### config.mk
export PLATFORM = sky130hd
export DESIGN_NAME = controle_alarme
export DESIGN_NICKNAME = d
export VERILOG_FILES = /design/src/rtl/controle_alarme.sv
export SDC_FILE = /design/constraint.sdc
export NUM_CORES = 1
export LEC_CHECK = 0
export ABC_AREA = 1
export CAP_MARGIN = 15
export CORE_MARGIN = 8
export CORE_UTILIZATION = 46
export DETAILED_ROUTE_END_ITERATION = 10
export PLACE_DENSITY = 0.77
export SYNTH_ARGS = -nofsm -noshare
export SYNTH_HDL_FRONTEND = slang
export SYNTH_SLANG_ARGS = --single-unit
### constraint.sdc
create_clock -name clk -period 1.4 [get_ports clk]
set_input_delay 0.21 -clock clk [delete_from_list [all_inputs] [get_ports clk]]
set_output_delay 0.21 -clock clk [all_outputs]
set_load 0.03 [all_outputs]
### src/rtl/controle_alarme.sv
// Arm/disarm controller: exit, entry and siren countdowns held as two BCD digits,
// driven by a one-second tick, with a sticky record of the zones that tripped.
module controle_alarme #(
  parameter int EXIT_DELAY  = 30,
  parameter int ENTRY_DELAY = 15,
  parameter int SIREN_TIME  = 60
) (
  input  logic       clk,
  input  logic       clear,
  input  logic       tick,
  input  logic       arm,
  input  logic       disarm,
  input  logic [3:0] sensor,
  output logic [2:0] estado,
  output logic [3:0] dez,
  output logic [3:0] uni,
  output logic       sirene,
  output logic       led_armado,
  output logic [3:0] zona
);

  localparam logic [2:0] S_DESARMADO = 3'd0;
  localparam logic [2:0] S_SAIDA     = 3'd1;
  localparam logic [2:0] S_ARMADO    = 3'd2;
  localparam logic [2:0] S_ENTRADA   = 3'd3;
  localparam logic [2:0] S_DISPARADO = 3'd4;

  localparam logic [3:0] EXIT_DEZ  = 4'(EXIT_DELAY / 10);
  localparam logic [3:0] EXIT_UNI  = 4'(EXIT_DELAY % 10);
  localparam logic [3:0] ENTRY_DEZ = 4'(ENTRY_DELAY / 10);
  localparam logic [3:0] ENTRY_UNI = 4'(ENTRY_DELAY % 10);
  localparam logic [3:0] SIREN_DEZ = 4'(SIREN_TIME / 10);
  localparam logic [3:0] SIREN_UNI = 4'(SIREN_TIME % 10);

  logic [2:0] state_q, state_d;
  logic [3:0] dez_q, dez_d;
  logic [3:0] uni_q, uni_d;
  logic [3:0] zona_q, zona_d;

  logic       expire;
  logic [3:0] dez_dec, uni_dec;

  // A countdown expires on the tick that would take it from 01 to 00.
  assign expire  = tick && (dez_q == 4'd0) && (uni_q == 4'd1);
  assign uni_dec = (uni_q == 4'd0) ? 4'd9 : uni_q - 4'd1;
  assign dez_dec = (uni_q == 4'd0) ? dez_q - 4'd1 : dez_q;

  always_ff @(posedge clk) begin
    if (clear) begin
      state_q <= S_DESARMADO;
      dez_q   <= 4'd0;
      uni_q   <= 4'd0;
      zona_q  <= 4'd0;
    end else begin
      state_q <= state_d;
      dez_q   <= dez_d;
      uni_q   <= uni_d;
      zona_q  <= zona_d;
    end
  end

  always_comb begin
    state_d = state_q;
    dez_d   = dez_q;
    uni_d   = uni_q;
    zona_d  = zona_q;
    if (disarm && (state_q inside {S_SAIDA, S_ARMADO, S_ENTRADA, S_DISPARADO})) begin
      state_d = S_DESARMADO;
      dez_d   = 4'd0;
      uni_d   = 4'd0;
      zona_d  = 4'd0;
    end else begin
      case (state_q)
        S_DESARMADO: begin
          dez_d  = 4'd0;
          uni_d  = 4'd0;
          zona_d = 4'd0;
          if (arm && (sensor == 4'd0)) begin
            state_d = S_SAIDA;
            dez_d   = EXIT_DEZ;
            uni_d   = EXIT_UNI;
          end
        end
        S_SAIDA: begin
          if (expire) begin
            state_d = S_ARMADO;
            dez_d   = 4'd0;
            uni_d   = 4'd0;
          end else if (tick) begin
            dez_d = dez_dec;
            uni_d = uni_dec;
          end
        end
        S_ARMADO: begin
          dez_d = 4'd0;
          uni_d = 4'd0;
          if (sensor != 4'd0) begin
            state_d = S_ENTRADA;
            dez_d   = ENTRY_DEZ;
            uni_d   = ENTRY_UNI;
            zona_d  = zona_q | sensor;
          end
        end
        S_ENTRADA: begin
          zona_d = zona_q | sensor;
          if (expire) begin
            state_d = S_DISPARADO;
            dez_d   = SIREN_DEZ;
            uni_d   = SIREN_UNI;
          end else if (tick) begin
            dez_d = dez_dec;
            uni_d = uni_dec;
          end
        end
        S_DISPARADO: begin
          zona_d = zona_q | sensor;
          if (expire) begin
            state_d = S_ARMADO;
            dez_d   = 4'd0;
            uni_d   = 4'd0;
          end else if (tick) begin
            dez_d = dez_dec;
            uni_d = uni_dec;
          end
        end
        default: begin
          state_d = S_DESARMADO;
          dez_d   = 4'd0;
          uni_d   = 4'd0;
          zona_d  = 4'd0;
        end
      endcase
    end
  end

  // Indicators decode registered state only, so no input reaches an output combinationally.
  always_comb begin
    estado     = state_q;
    dez        = dez_q;
    uni        = uni_q;
    zona       = zona_q;
    sirene     = (state_q == S_DISPARADO);
    led_armado = (state_q == S_ARMADO) || (state_q == S_ENTRADA) || (state_q == S_DISPARADO);
  end

endmodule

==> impl_metrics.yaml <==
min_path:
  min_path_type: "flip-flop to flip-flop"
  worstHoldPathCells: 2
  whs_endpoint: "zona[1]"
  hold_start: "zona[1]"
timing:
  drv_slew: 0
  setup_viol: 0
  max_freq_mhz: 745
  fin_ws_ns: 0.0574
  slew_headroom: 0.788
  fin_crit_sh: 0.959
  tightest_slew_ns: 0.318
  skew_ns: 0.00583
  fin_crit_ns: 1.34
  rsz0062_at_grt: "yes"
  hold_viol: 0
logic_synthesis:
  synth_top_family_by_area: "simple AND/OR/NAND/NOR gates"
  ys_types: 21
  ys_ff_latch: 15
  synth_compound_area_frac: 0.112
  synth_edf_count: 0
  synthXorXnorAreaFrac: 0.0190
  yosys.area_share.adder: 0.0271
  seq_area_frac_synth: 0.325
  synth_area_um2: 923
  synthMuxAreaShare: 0
  syn-instance-count: 149
  synth.net_count: 160
  synth_ff_type: "dfxtp_1"
  avgSynthCellArea_um2: 6.20
  synthSimpleGateAreaFrac: 0.407
  synth_warnings: 0
  async_flop_share: 0
grt:
  grt-ovfl-total: 0
  grt_pass1_vias: 1014
  grt_start_max_net_pins: 10
  grtUsageTotal: 0.140
  grt_pass1_wl_um: 4080
  antenna_found_initial: 0
placement:
  placed_area_um2: 1250
  pre_cts_ws_ns: -0.118
  place_congestion: 0.858
  port_buffers: 25
  hpwl_um: 1980
outcome:
  outcome: "finished, final reports clean"
critical_path:
  worstPathMaxFanout: 6
  worstSetupPathType: "flip-flop to output pin"
  cp.arrival_ns: 1.13
  timing.reg2reg.setup_slack_ns: 0.08
  worstRegToRegCells: 9
  crit_required_ns: 1.19
  end_kind: "output pin"
  start_kind: "flip-flop"
  rr_endpoint: "estado[0]"
  worstReg2RegStart: "estado[2]"
routing:
  first_pass_iters: 6
  wl_um: 2480
  wl_per_cell_um: 11.7
  antenna_left: 0
  avgViaCountPerCell: 4.87
  drt_iter0_markers: 16
  vias: 1037
  route.detailed.drc: 0
cts:
  cts_buffer_depth: 2
  clk_latency_ns: 0.28
  cts_tree: "done"
  cts_hold_buf: 0
  cts_sinks: 15
  cts_buffers: 3
  htreeDepth: 1
  root_buffer: "clkbuf_4"
  cts.clk_slew.worst_paths_ns: 0.10
flow_run:
  maxCapViolations: 0
floorplan:
  die_y_um: 60.8
  start_util: 0.480
  ios: 26
  die_w_um: 60.8
  rows: 16
  die-area_um2: 3700
  core_area_um2: 1920
cells_and_area:
  layout_common_cells: "44 x nand2_1, 23 x inv_1, 17 x nor2_1"
  layout_commonest_cell: "nand2_1"
  area_growth_pct: 41.5
  fin_util: 0.680
  drive_gt1_frac: 0.226
  antenna_cells: 0
  n_fill_cell: 188
  final_area_um2: 1310
  fin_nets: 198
power:
  p_leak_nw: 0.675
  p_per_area_nw_per_um2: 2090
  ir_drop_mv: 1.33
critical path, stage by stage (launching register included):
cell and delay [ns]:
dfxtp_2 0.40, inv_2 0.08, nor2_2 0.15, nor2_1 0.06, buf_4 0.16
cell type report:
| type | count | area [um^2] | share of cell area |
|---|---|---|---|
| timing repair buffer | 33 | 283 | 0.216 |
| clock inverter | 1 | 5.00 | 0.00383 |
| tap | 27 | 33.8 | 0.0259 |
| multi-input combinational | 107 | 549 | 0.420 |
| clock buffer | 3 | 22.5 | 0.0172 |
| inverter | 27 | 101 | 0.0776 |
| sequential | 15 | 312 | 0.239 |
cells by family after synthesis:
family,after synthesis
AND/OR/NAND/NOR,87
flip-flops,15
AO/OA/AOI/OAI,16
adder cells (fa/ha/maj),2
buffers and inverters,27
XOR/XNOR,2
repair_timing:
item / CTS / global route
setup buffers: 0 / 2
endpoints found under the setup margin: 15 / 9
gates resized for setup: 17 / 15
pin swaps: 0 / 2
Yosys cell counts (2+ instances only):
library cell	number	area share
ha_1	2	0.027
a21oi_2	2	0.019
nor2_1	23	0.093
inv_2	4	0.016
dfxtp_1	15	0.33
nand2_1	45	0.18
a21oi_1	8	0.043
inv_1	23	0.093
nand3_2	2	0.022
nand2_2	2	0.014
xor2_1	2	0.019
nor2_2	2	0.014
o21ai_0	2	0.011
nand3_1	10	0.054
metal layers:
layer | up-vias | track usage | part of all wire
met2 | 18 | 0.235 | 0.49
met3 | 4 | 0.0318 | 0.047
met4 | 0 | 0.0432 | 0.0097
met5 | - | 0 | 0
li1 | 529 | - | -
met1 | 486 | 0.172 | 0.45
state kept, by name, summed over array words and instances (netlist names):
name,cells
zona,4
dez,4
uni,4
estado,3
where the power goes:
group	total (W)	switching (W)	internal (W)	leakage (nW)
Combinational	0.00179	0.00116	0.000626	0.533
Clock	0.000250	0.000144	0.000106	0.0177
Sequential	0.000698	0.000141	0.000557	0.125
Total	0.00274	0.00145	0.00129	0.675
worst max-delay path by stage:
stage	from	end	slack, ns	cells past startpoint
final	estado[2]	led_armado	0.06	4
after global routing	dez[1]	estado[1]	-0.05	10
after CTS	estado[1]	led_armado	0.02	4
after detailed placement	tick	estado[1]	-0.12	9
after global placement	tick	estado[1]	-0.11	9
after floorplan	dez[1]	estado[1]	0.002	10
stage by stage:
stage               TNS (ns)  cells  hold WS, ns  power [W]
CTS                        0    211        0.455    0.00261
detailed placement    -0.693    207        0.446    0.00241
finish                     0    213        0.451    0.00274
global route          -0.140    213        0.473    0.00299
floorplan                  0    149        0.354    0.00189
global placement      -0.434    207        0.438    0.00235
Power figures use the tool's default switching activity.
